**src/rtl/gray_step_monitor.sv**
```systemverilog
// ---------------------------------------------------------------------------
// gray_step_monitor
//
// Watches the output of an N-bit Gray-code counter and checks that every
// count step is a legal single-bit move to the next code. It also catches
// glitches, which are changes on gray_in outside a sample cycle.
// The first sample after reset is taken as the reference without a check.
// After that, each sample is checked against the last accepted value.
//
// Ports
//   clk         system clock, all logic on the rising edge
//   reset       synchronous active-low reset
//   step        counter enable pulse; sampled into step_d
//   gray_in     Gray value from the counter (N bits)
//   clear_err   level request to clear the sticky err flag (FAULT only)
//   bin_out     binary value of the last accepted Gray sample
//   valid       a reference sample has been captured
//   err         sticky sequence-error flag
//   err_count   saturating count of detected errors (CW bits)
//   wrap        one-cycle pulse on a good step from 2^N-1 to 0
//   wrap_count  saturating count of wrap events (CW bits)
// ---------------------------------------------------------------------------
module gray_step_monitor #(
    parameter int N  = 4,
    parameter int CW = 8
) (
    input  logic          clk,
    input  logic          reset,
    input  logic          step,
    input  logic [N-1:0]  gray_in,
    input  logic          clear_err,
    output logic [N-1:0]  bin_out,
    output logic          valid,
    output logic          err,
    output logic [CW-1:0] err_count,
    output logic          wrap,
    output logic [CW-1:0] wrap_count
);

    typedef enum logic [1:0] {
        IDLE  = 2'd0,
        TRACK = 2'd1,
        FAULT = 2'd2
    } state_t;

    localparam logic [N-1:0]  BIN_ONE = {{(N-1){1'b0}}, 1'b1};
    localparam logic [N-1:0]  BIN_MAX = '1;
    localparam logic [CW-1:0] CNT_ONE = {{(CW-1){1'b0}}, 1'b1};
    localparam logic [CW-1:0] CNT_MAX = '1;

    state_t          state_reg;
    state_t          state_next;
    logic            step_d_reg;
    logic [N-1:0]    prev_g_reg;
    logic [N-1:0]    prev_b_reg;
    logic            valid_reg;
    logic            err_reg;
    logic [CW-1:0]   err_count_reg;
    logic            wrap_reg;
    logic [CW-1:0]   wrap_count_reg;

    logic [N-1:0]    bin_conv;
    logic [N-1:0]    diff;
    logic [N-1:0]    prev_b_inc;
    logic            one_bit_change;
    logic            good_step;
    logic            err_event;

    // Control actions decoded from the state and the current cycle.
    logic            capture;
    logic            clr_err;
    logic            wrap_hit;

    // Gray to binary: each binary bit is the XOR of all Gray bits at or above
    // it. This is the b[i] = b[i+1] ^ g[i] chain written without feedback.
    generate
        for (genvar gi = 0; gi < N; gi++) begin : g_conv
            assign bin_conv[gi] = ^gray_in[N-1:gi];
        end
    endgenerate

    assign diff           = gray_in ^ prev_g_reg;
    assign one_bit_change = (diff != '0) && ((diff & (diff - BIN_ONE)) == '0);
    assign prev_b_inc     = prev_b_reg + BIN_ONE;
    assign good_step      = one_bit_change && (bin_conv == prev_b_inc);

    // A sample cycle is judged on the step itself. Any other cycle is a
    // glitch if gray_in has moved away from the reference.
    assign err_event = (state_reg != IDLE) &&
                       (step_d_reg ? !good_step : (gray_in != prev_g_reg));

    // State register
    always_ff @(posedge clk) begin
        if (!reset) begin
            state_reg <= IDLE;
        end else begin
            state_reg <= state_next;
        end
    end

    // Next-state logic
    always_comb begin
        state_next = state_reg;
        case (state_reg)
            IDLE:    if (step_d_reg)             state_next = TRACK;
            TRACK:   if (err_event)              state_next = FAULT;
            FAULT:   if (!err_event && clear_err) state_next = TRACK;
            default:                             state_next = IDLE;
        endcase
    end

    // Output / action decode
    always_comb begin
        // Every sample cycle moves the reference, including a bad step.
        capture  = step_d_reg;
        // A detected error takes priority over a clear request.
        clr_err  = (state_reg == FAULT) && clear_err && !err_event;
        wrap_hit = (state_reg != IDLE) && step_d_reg && good_step &&
                   (prev_b_reg == BIN_MAX);
    end

    // Datapath registers
    always_ff @(posedge clk) begin
        if (!reset) begin
            step_d_reg     <= 1'b0;
            prev_g_reg     <= '0;
            prev_b_reg     <= '0;
            valid_reg      <= 1'b0;
            err_reg        <= 1'b0;
            err_count_reg  <= '0;
            wrap_reg       <= 1'b0;
            wrap_count_reg <= '0;
        end else begin
            step_d_reg <= step;
            wrap_reg   <= wrap_hit;

            if (capture) begin
                prev_g_reg <= gray_in;
                prev_b_reg <= bin_conv;
                valid_reg  <= 1'b1;
            end

            if (err_event) begin
                err_reg <= 1'b1;
                if (err_count_reg != CNT_MAX) begin
                    err_count_reg <= err_count_reg + CNT_ONE;
                end
            end else if (clr_err) begin
                err_reg <= 1'b0;
            end

            if (wrap_hit && (wrap_count_reg != CNT_MAX)) begin
                wrap_count_reg <= wrap_count_reg + CNT_ONE;
            end
        end
    end

    assign bin_out    = prev_b_reg;
    assign valid      = valid_reg;
    assign err        = err_reg;
    assign err_count  = err_count_reg;
    assign wrap       = wrap_reg;
    assign wrap_count = wrap_count_reg;

endmodule

```
**config.mk**
```make
export PLATFORM = sky130hd
export DESIGN_NAME = gray_step_monitor
export DESIGN_NICKNAME = d
export VERILOG_FILES = /design/src/rtl/gray_step_monitor.sv
export SDC_FILE = /design/constraint.sdc
export NUM_CORES = 1
export LEC_CHECK = 0
export BUFFER_PORTS_ARGS = -buffer_cell sky130_fd_sc_hd__buf_2
export CORE_MARGIN = 1
export CORE_UTILIZATION = 57
export DETAILED_ROUTE_END_ITERATION = 7
export PLACE_DENSITY = 0.8
export SLEW_MARGIN = 40
export SYNTH_ARGS = -nofsm -noshare
export SYNTH_HDL_FRONTEND = slang
export SYNTH_SLANG_ARGS = --single-unit
```
**constraint.sdc**
```tcl
create_clock -name clk -period 4.5 [get_ports clk]
set_input_delay 0.225 -clock clk [delete_from_list [all_inputs] [get_ports clk]]
set_output_delay 0.225 -clock clk [all_outputs]
set_load 0.02 [all_outputs]
```
==> results.cfg, run 1 <==
[critical_path]
crit_type = flop to flop
path_max_fanout = 16
rr_worst_depth = 7
regToRegSetupSlack_ps = 1940
start_kind = flop
startpoint = bin_out[0]
critPathCapture = wrap_count[6]
critical_path_arrival_ps = 2800
reg2reg_to = wrap_count[6]
timing.rr.start = bin_out[0]
endpoint_kind = flop
required_ps = 4730

[power]
vdd_ir_drop_max_mv = 0.289
swShare = 0.258
clkPwrFrac = 0.387
p_leak_nw = 0.759
combPwrFrac = 0.134
p_per_area_nw_per_um2 = 333
total_power_mw = 0.579
p_sw_mw = 0.149
seq_power_share = 0.479
p_int_mw = 0.429

[clock_network]
cts_htree_levels = 2
clock_latency_ps = 330
cts_buffer_depth = 2
numCtsBuffers = 5
cts_setup_buffers = 0
clk_pin_slew_ps = 90
cts-root-buf = clkbuf_4
cts.sinks = 29
ctsHoldBuffers = 0
cts_tree = yes
cts_resized = 0

[synth]
syn_nets = 177
synth_warnings = 0
avgSynthCellArea_sq_um = 9.02
postSynthCellCount = 166
synthArstFlopShare = 0
ys.flop_type = dfxtp_1
yosys.cell_types.count = 43
synth_area_sq_um = 1500
synth_edf_count = 0
ys_ff_latch = 29
yosysSeqAreaShare = 0.388

[finish]
final_cell_mix = buf_2 (30), dfxtp_1 (29), nand2_1 (14)
final_nets = 207
n_fill_cell = 202
syn_to_final_growth_pct = 16.1
drive_above_1_share = 0.218
diodes = 0
final_common_cell = buf_2

[global_route]
grt_pass1_vias = 1225
grt_pass1_wl_um = 5240
grt_max_degree = 22
antenna_found_initial = 0
grtUsageTotal = 0.262
grt-ovfl-total = 0

[route]
wl_per_cell_um = 14.0
first_pass_iters = 4
route.detailed.drc = 0
via_count = 1335
wl_um = 3180
viasPerCell = 5.88
final_antenna_net_count = 0
drt_iter0_markers = 36

[sta]
fin_crit_sh = 0.570
setup-tns-final_ps = 0
rsz0062_at_grt = no
fin_worst_skew_ps = 14.6
final-hold-violation-count = 0
relSlewSlack = 0.505
layout_min_cycle_time_ps = 2560
worst_slew_pin_slew_ps = 740
setup_viol = 0
final_max_slew_viol_count = 0
fmax_mhz = 390

[worst_hold_path]
hold_path_class = primary input to flop

[die]
ios = 31
fp.dieW_um = 53.3
die_y_um = 53.3
fp-row-count = 18
dieArea_sq_um = 2840
coreArea_sq_um = 2480
start_util = 0.605

[run]
maxCapViolCount = 0

[place]
numPortBuffers = 30
dp_hpwl_um = 2240
gp_congestion = 0.846

[run_status]
outcome = finished, final reports clean
## routing by layer
metal	track usage	vias up	wire, um
met2	0.415	40	1520
met3	0.0862	6	170
met5	0	-	0
li1	-	667	-
met4	0.140	0	51
met1	0.308	622	1430
## Yosys cell counts, types with 2 or more instances
| master | instances | area (sq um) |
|---|---|---|
| a211oi_1 | 2 | 15.0 |
| a21oi_1 | 8 | 40.0 |
| a31oi_1 | 3 | 18.8 |
| and2_1 | 2 | 12.5 |
| and3_1 | 7 | 43.8 |
| buf_1 | 2 | 7.51 |
| clkbuf_1 | 3 | 11.3 |
| dfxtp_1 | 29 | 581 |
| ha_1 | 3 | 37.5 |
| inv_1 | 2 | 7.51 |
| mux2i_1 | 13 | 130 |
| nand2_1 | 14 | 52.6 |
| nand2b_1 | 9 | 56.3 |
| nand3_1 | 5 | 25.0 |
| nand3b_1 | 2 | 15.0 |
| nand4_1 | 6 | 37.5 |
| nor2_1 | 10 | 37.5 |
| nor3_1 | 2 | 10.0 |
| nor4_2 | 2 | 25.0 |
| o21ai_0 | 4 | 20.0 |
| o31ai_1 | 5 | 37.5 |
| or3_1 | 3 | 18.8 |
| or4_1 | 3 | 22.5 |
| xnor2_1 | 8 | 70.1 |
## worst min-delay path by stage
stage | from | endpoint | slack, ps | cells past startpoint
after global routing | step | capture | 80 | 2
after detailed placement | step | capture | 440 | 2
after CTS | step | capture | 80 | 2
after floorplan | step | capture | 350 | 1
final | step | capture | 100 | 2
after global placement | step | capture | 430 | 2
## cells by family (layout without fill, tap and decap cells)
| kind of cell | count (synthesis) | after routing | synth area share |
|---|---|---|---|
| AOI/OAI and AO/OA | 30 | 30 | 0.131 |
| buffers and inverters | 10 | 41 | 0.0284 |
| and+or+nand+nor | 71 | 71 | 0.272 |
| xor gates and xnor gates | 10 | 10 | 0.0685 |
| muxes | 13 | 13 | 0.0869 |
| DFF | 29 | 29 | 0.388 |
| adders and majority gates | 3 | 3 | 0.0251 |
## critical path, cell delays in order (launching register included)
cell and delay (ps):
dfxtp_1 410, ha_1 210, xor2_1 200, o21ai_0 110, a221oi_1 430, nand3_2 350
or4b_1 570, and3_1 190
## through the flow
stage,std cells,cell area [sq um],hold WS (ps),util,setup slack (ps)
after floorplan,166,1500,352,-,2160
after global placement,219,1650,433,0.668,1910
after detailed placement,219,1650,438,0.668,1820
final,227,1740,100,0.702,1940
after CTS,227,1740,84.8,0.702,1950
after global routing,227,1740,78.6,0.702,1720
## power groups by stage
stage                     Clock [mW]  Combinational (mW)  Sequential (mW)
after detailed placement           0              0.0763            0.283
after CTS                      0.227              0.0766            0.277
after floorplan                    0              0.0512            0.286
after global placement             0              0.0733            0.282
final                          0.224              0.0774            0.277
after global routing           0.240              0.0854            0.279
## cell type report
class	instances	area, sq um	share of cell area
Multi-Input combinational cell	127	875	0.503
Sequential cell	29	581	0.334
Timing Repair Buffer	30	150	0.0863
Clock buffer	7	55.1	0.0317
Tap cell	30	37.5	0.0216
Clock inverter	1	30.0	0.0173
Inverter	3	11.3	0.00647
Power figures use the tool's default switching activity.
==> inputs of run 2 (changes only) <==
--- a/config.mk
+++ b/config.mk
@@ -5,11 +5,12 @@
 export SDC_FILE = /design/constraint.sdc
 export NUM_CORES = 1
 export LEC_CHECK = 0
+export ABC_AREA = 1
 export BUFFER_PORTS_ARGS = -buffer_cell sky130_fd_sc_hd__buf_2
 export CORE_MARGIN = 1
-export CORE_UTILIZATION = 57
+export CORE_UTILIZATION = 55
 export DETAILED_ROUTE_END_ITERATION = 7
-export PLACE_DENSITY = 0.8
+export PLACE_DENSITY = 0.76
 export SLEW_MARGIN = 40
 export SYNTH_ARGS = -nofsm -noshare
 export SYNTH_HDL_FRONTEND = slang
==> constraint.sdc (replaced) <==
create_clock -name clk -period 2.5 [get_ports clk]
set_input_delay 0.125 -clock clk [delete_from_list [all_inputs] [get_ports clk]]
set_output_delay 0.125 -clock clk [all_outputs]
set_load 0.02 [all_outputs]
==> run 2 against run 1 <==
Compared with the run above:
- the run now ends with design-rule violations left
- utilization decreased by 0.21 points
- critical path depth is 1 lower
- fmax grew 32%
- clock skew down 1.2 ps
- clock power up 110%
- worst hold slack worse by 14 ps
- combinational power rose to 4.2 times the previous value
- highest routed layer unchanged
==> results.cfg, run 2 <==
[die]
dieArea_sq_um = 3370
die_y_um = 58.1
fp.dieW_um = 58.1
start_util = 0.601
ios = 31
coreArea_sq_um = 2880
fp-row-count = 19

[global_route]
grt_max_degree = 17
antenna_found_initial = 0
grtUsageTotal = 0.234
grt_pass1_wl_um = 6070
grt-ovfl-total = 0
grt_pass1_vias = 1415

[clock_network]
cts_htree_levels = 2
cts-root-buf = clkbuf_4
cts_tree = yes
clk_pin_slew_ps = 100
cts.sinks = 29
cts_buffer_depth = 2
numCtsBuffers = 5
clock_latency_ps = 330
cts_resized = 0

[finish]
utilization = 0.700
multi_input_area_sq_um = 978
final_nets = 304
drive_above_1_share = 0.214
seqCellArea_sq_um = 581
diodes = 0
syn_to_final_growth_pct = 16.5
final_cell_mix = nand2_1 (85), buf_2 (30), inv_1 (29), dfxtp_1 (29), a21oi_1 (22)
final_common_cell = nand2_1
n_fill_cell = 270

[route]
wl_um = 3420
via_count = 1653
drt_iter0_markers = 92
route.detailed.drc = 1
wl_per_cell_um = 10.2
final_antenna_net_count = 0
first_pass_iters = 6
viasPerCell = 4.92

[power]
p_leak_nw = 0.990
p_per_area_nw_per_um2 = 660
vdd_ir_drop_max_mv = 0.332

[place]
gp_congestion = 0.826
numPortBuffers = 30
dp_hpwl_um = 2470

[sta]
worst_slew_pin_slew_ps = 562
final_max_slew_viol_count = 0
relSlewSlack = 0.623
setup-tns-final_ps = 0
fin_crit_sh = 0.774
fmax_mhz = 517
rsz0062_at_grt = no
layout_min_cycle_time_ps = 1940
final-hold-violation-count = 0
fin_worst_skew_ps = 13.4
setup_viol = 0

[critical_path]
crit_type = flop to flop
required_ps = 2740
critical_path_arrival_ps = 2170
start_kind = flop
endpoint_kind = flop
path_max_fanout = 11

[run_status]
outcome = finished with violations
violations = design-rule violations

[synth]
synth_compound_area_frac = 0.122
synth_area_sq_um = 1730
synthArstFlopShare = 0
synth_top_family_by_area = simple AND/OR/NAND/NOR gates
synth_top_cell_area_share = 0.336
synth_edf_count = 0
yosysTopAreaCell = dfxtp_1
synth.mux.area_fraction = 0
ys.flop_type = dfxtp_1
syn_nets = 270
synth_area_leaders = dfxtp_1 (34%), nand2_1 (18%), a21oi_1 (6.4%)
synthTopCellsByCount = nand2_1 (85), dfxtp_1 (29), inv_1 (29), a21oi_1 (22), nand3_1 (16)
synth_fa_ha_area_frac = 0.0217
postSynthCellCount = 259
synthXorXnorAreaFrac = 0.0355
yosys.cell_types.count = 29
ys_ff_latch = 29
avgSynthCellArea_sq_um = 6.67
post-synth-top-count-cell = nand2_1
yosysSeqAreaShare = 0.336
synth_warnings = 0
yosys.area_share.simple = 0.387

[run]
maxCapViolCount = 0

[worst_hold_path]
hold_path_class = primary input to flop
==> run 2: cell types whose count changed in the layout (fill, tap and decap cells not counted), moves of 5 or more <==
cell / change
mux2i_1: -13
nand2_2: +7
nor2_1: +5
a21oi_1: +14
o31ai_1: -5
inv_2: +6
xnor2_1: -5
inv_1: +27
and3_1: -7
nand2b_1: -9
nand2_1: +71
nand3_1: +11
==> run 2: kinds of logic (layout without fill, tap and decap cells) <==
group / after synthesis / after routing
buffers and inverters: 40 / 75
AOI/OAI and AO/OA: 37 / 37
xor gates and xnor gates: 7 / 7
adders and majority gates: 3 / 3
and+or+nand+nor: 143 / 143
DFF: 29 / 29
==> run 2: per-stage QoR <==
stage / power [mW] / instance area, sq um / std cells / hold slack (ps) / setup slack, ps
floorplan: 0.782 / 1730 / 259 / 223 / 628
CTS: 1.34 / 2010 / 336 / 85.2 / 552
global route: 1.41 / 2010 / 336 / 87.0 / 249
finish: 1.33 / 2010 / 336 / 86.0 / 565
global placement: 0.852 / 1900 / 327 / 310 / 651
detailed placement: 0.855 / 1900 / 327 / 315 / 558
==> run 2: per-layer routing <==
layer	global-route usage	share of wire	vias up
met4	0.102	0.017	0
met2	0.365	0.46	33
li1	-	-	889
met1	0.314	0.49	724
met5	0	0	-
met3	0.0469	0.037	7
==> run 2: path summary, 6_finish.rpt <==
check              from            end  slack [ps]  depth (start not counted)
max reg2reg  bin_out[0]  wrap_count[5]         560                          6
min           clear_err            err          90                          4
max          bin_out[0]  wrap_count[5]         560                          6
min reg2reg         err            err         480                          2
==> run 2: report_power, final <==
group          internal, mW  switching, mW  leakage [nW]
Combinational         0.112          0.211         0.699
Clock                 0.310          0.170        0.0552
Sequential            0.497         0.0307         0.236
Total                 0.919          0.411         0.990
==> run 2: worst max-delay path, stage by stage, from the launching register on <==
cell and delay, ps:
dfxtp_1 430, ha_1 210, nand2_1 80, nor3_1 480, nand3_2 350, nor3b_2 230
nor2_1 60
==> run 2: what timing repair did <==
item,CTS,global route
endpoints found under the hold margin,1,0
hold buffers,1,0
setup buffers,0,0
==> run 2: cell type report <==
cell class,instances,area share
Multi-Input combinational cell,190,0.486
Inverter,35,0.0653
Sequential cell,29,0.288
Clock buffer,5,0.0186
Clock inverter,3,0.0323
Tap cell,42,0.0261
Timing Repair Buffer,32,0.0833
==> inputs of run 3 (changes only) <==
--- a/config.mk
+++ b/config.mk
@@ -8,9 +8,9 @@
 export ABC_AREA = 1
 export BUFFER_PORTS_ARGS = -buffer_cell sky130_fd_sc_hd__buf_2
 export CORE_MARGIN = 1
-export CORE_UTILIZATION = 55
+export CORE_UTILIZATION = 50
 export DETAILED_ROUTE_END_ITERATION = 7
-export PLACE_DENSITY = 0.76
+export PLACE_DENSITY = 0.73
 export SLEW_MARGIN = 40
 export SYNTH_ARGS = -nofsm -noshare
 export SYNTH_HDL_FRONTEND = slang
==> constraint.sdc (replaced) <==
create_clock -name clk -period 1.7 [get_ports clk]
set_input_delay 0.085 -clock clk [delete_from_list [all_inputs] [get_ports clk]]
set_output_delay 0.085 -clock clk [all_outputs]
set_load 0.02 [all_outputs]
==> run 3 against run 2 <==
Compared with the run above:
- the run now ends clean
- largest cell class unchanged
- fmax is 16% higher
- design area rose by 10%
- sequential power up 46%
- clock-buffer cell count up 2
- power grew 48%
- cell count is 5.1% higher
- via count grew 3.8%
==> results.cfg, run 3 (synthesis results as in run 2) <==
[run_status]
outcome = finished, final reports clean

[clock_network]
clk_pin_slew_ps = 100
cts.sinks = 29
cts_buffer_depth = 2
clock_latency_ps = 340
cts_tree = yes
numCtsBuffers = 5
cts-root-buf = clkbuf_4
cts_htree_levels = 2

[critical_path]
required_ps = 1920
slowest_stage = dfxtp_4
start_kind = flop
critPathMaxStageDelay_ps = 370
endpoint_kind = flop
critPathMostFrequentCell = nand2_1
path_cells = ha_4, nand2_1, nand2_1, nand2_1, nand2_2, nor2_4, nand3_4, nor2_4, buf_6, nand4_1, o21ai_1, a21oi_1
path_max_fanout = 3
crit_type = flop to flop
critical_path_arrival_ps = 1890

[sta]
worst_slew_pin_slew_ps = 507
fin_crit_sh = 0.986
rsz0062_at_grt = yes
setup_viol = 0
setup_ws_ps = 24.6
final-hold-violation-count = 0
relSlewSlack = 0.662
fmax_mhz = 597
fin_worst_skew_ps = 17.0
final_max_slew_viol_count = 0
layout_min_cycle_time_ps = 1680

[route]
drt_iter0_markers = 52
route.detailed.drc = 0
final_antenna_net_count = 0
wl_per_cell_um = 10.8
wl_um = 3810
first_pass_iters = 4
via_count = 1715
viasPerCell = 4.86

[finish]
drive_above_1_share = 0.298
final_common_cell = nand2_1
diodes = 0
final_cell_mix = nand2_1 (80), buf_2 (30), inv_1 (28)
final_area_sq_um = 2210
final_nets = 319
syn_to_final_growth_pct = 28.2

[power]
p_per_area_nw_per_um2 = 887
vdd_ir_drop_max_mv = 0.469
p_leak_nw = 1.09
total_power_mw = 1.97

[die]
fp.dieW_um = 60.8
dieArea_sq_um = 3690
fp-row-count = 20
start_util = 0.548
die_y_um = 60.8
coreArea_sq_um = 3150
ios = 31

[run]
maxCapViolCount = 0

[global_route]
grt_max_degree = 16
grt_pass1_vias = 1520
grt_pass1_wl_um = 6500
grt-ovfl-total = 0
grtUsageTotal = 0.239
antenna_found_initial = 0

[place]
gp_congestion = 0.802
detailed_place.area_sq_um = 1990
dp_hpwl_um = 2720
numPortBuffers = 30
post-place-ws_ps = -27.9

[worst_hold_path]
hold_path_class = primary input to flop
==> run 3: stage by stage <==
step	cells	utilization	TNS (ps)	hold slack, ps
floorplan	259	-	0	183
global placement	339	0.631	0	266
detailed placement	339	0.631	-34.0	274
CTS	350	0.675	0	14.3
global route	353	0.702	-912	44.9
finish	353	0.702	0	35.9
==> run 3: worst paths after layout <==
check	slack, ps	depth (start not counted)	start	to
max reg2reg	20	12	bin_out[1]	wrap_count[2]
min	40	4	clear_err	err
max	20	12	bin_out[1]	wrap_count[2]
min reg2reg	470	2	valid	valid
==> run 3: cell type report <==
type	count	area [sq um]
multi-input combinational	190	1050
fill	284	938
sequential	29	591
timing repair buffer	47	295
inverter	35	134
clock buffer	7	55.1
tap	44	55.1
clock inverter	1	30.0
==> run 3: critical path: cells and delay by family (launching register included) <==
kind	cells	cell delay, ps
AND/OR/NAND/NOR	8	690
flip-flops	1	370
AO/OA/AOI/OAI	2	200
adder cells (fa/ha/maj)	1	170
buffers and inverters	1	120
==> run 3: power breakdown <==
group          switching (mW)  internal, mW
registers              0.0417         0.730
clock network           0.245         0.351
logic                   0.357         0.240
total                   0.644          1.32
==> run 3: layer usage <==
layer,GRT usage,up-vias,wire length (um)
li1,-,921,-
met1,0.319,764,1890
met2,0.367,24,1720
met3,0.0746,6,145
met4,0.0779,0,53
met5,0,-,0
==> run 3: timing repair <==
action,4_1_cts,5_1_grt
pin swaps,3,15
hold endpoints to repair,1,0
hold buffers,1,0
buffers inserted,2,3
setup endpoints to repair,14,17
resized for setup,6,18
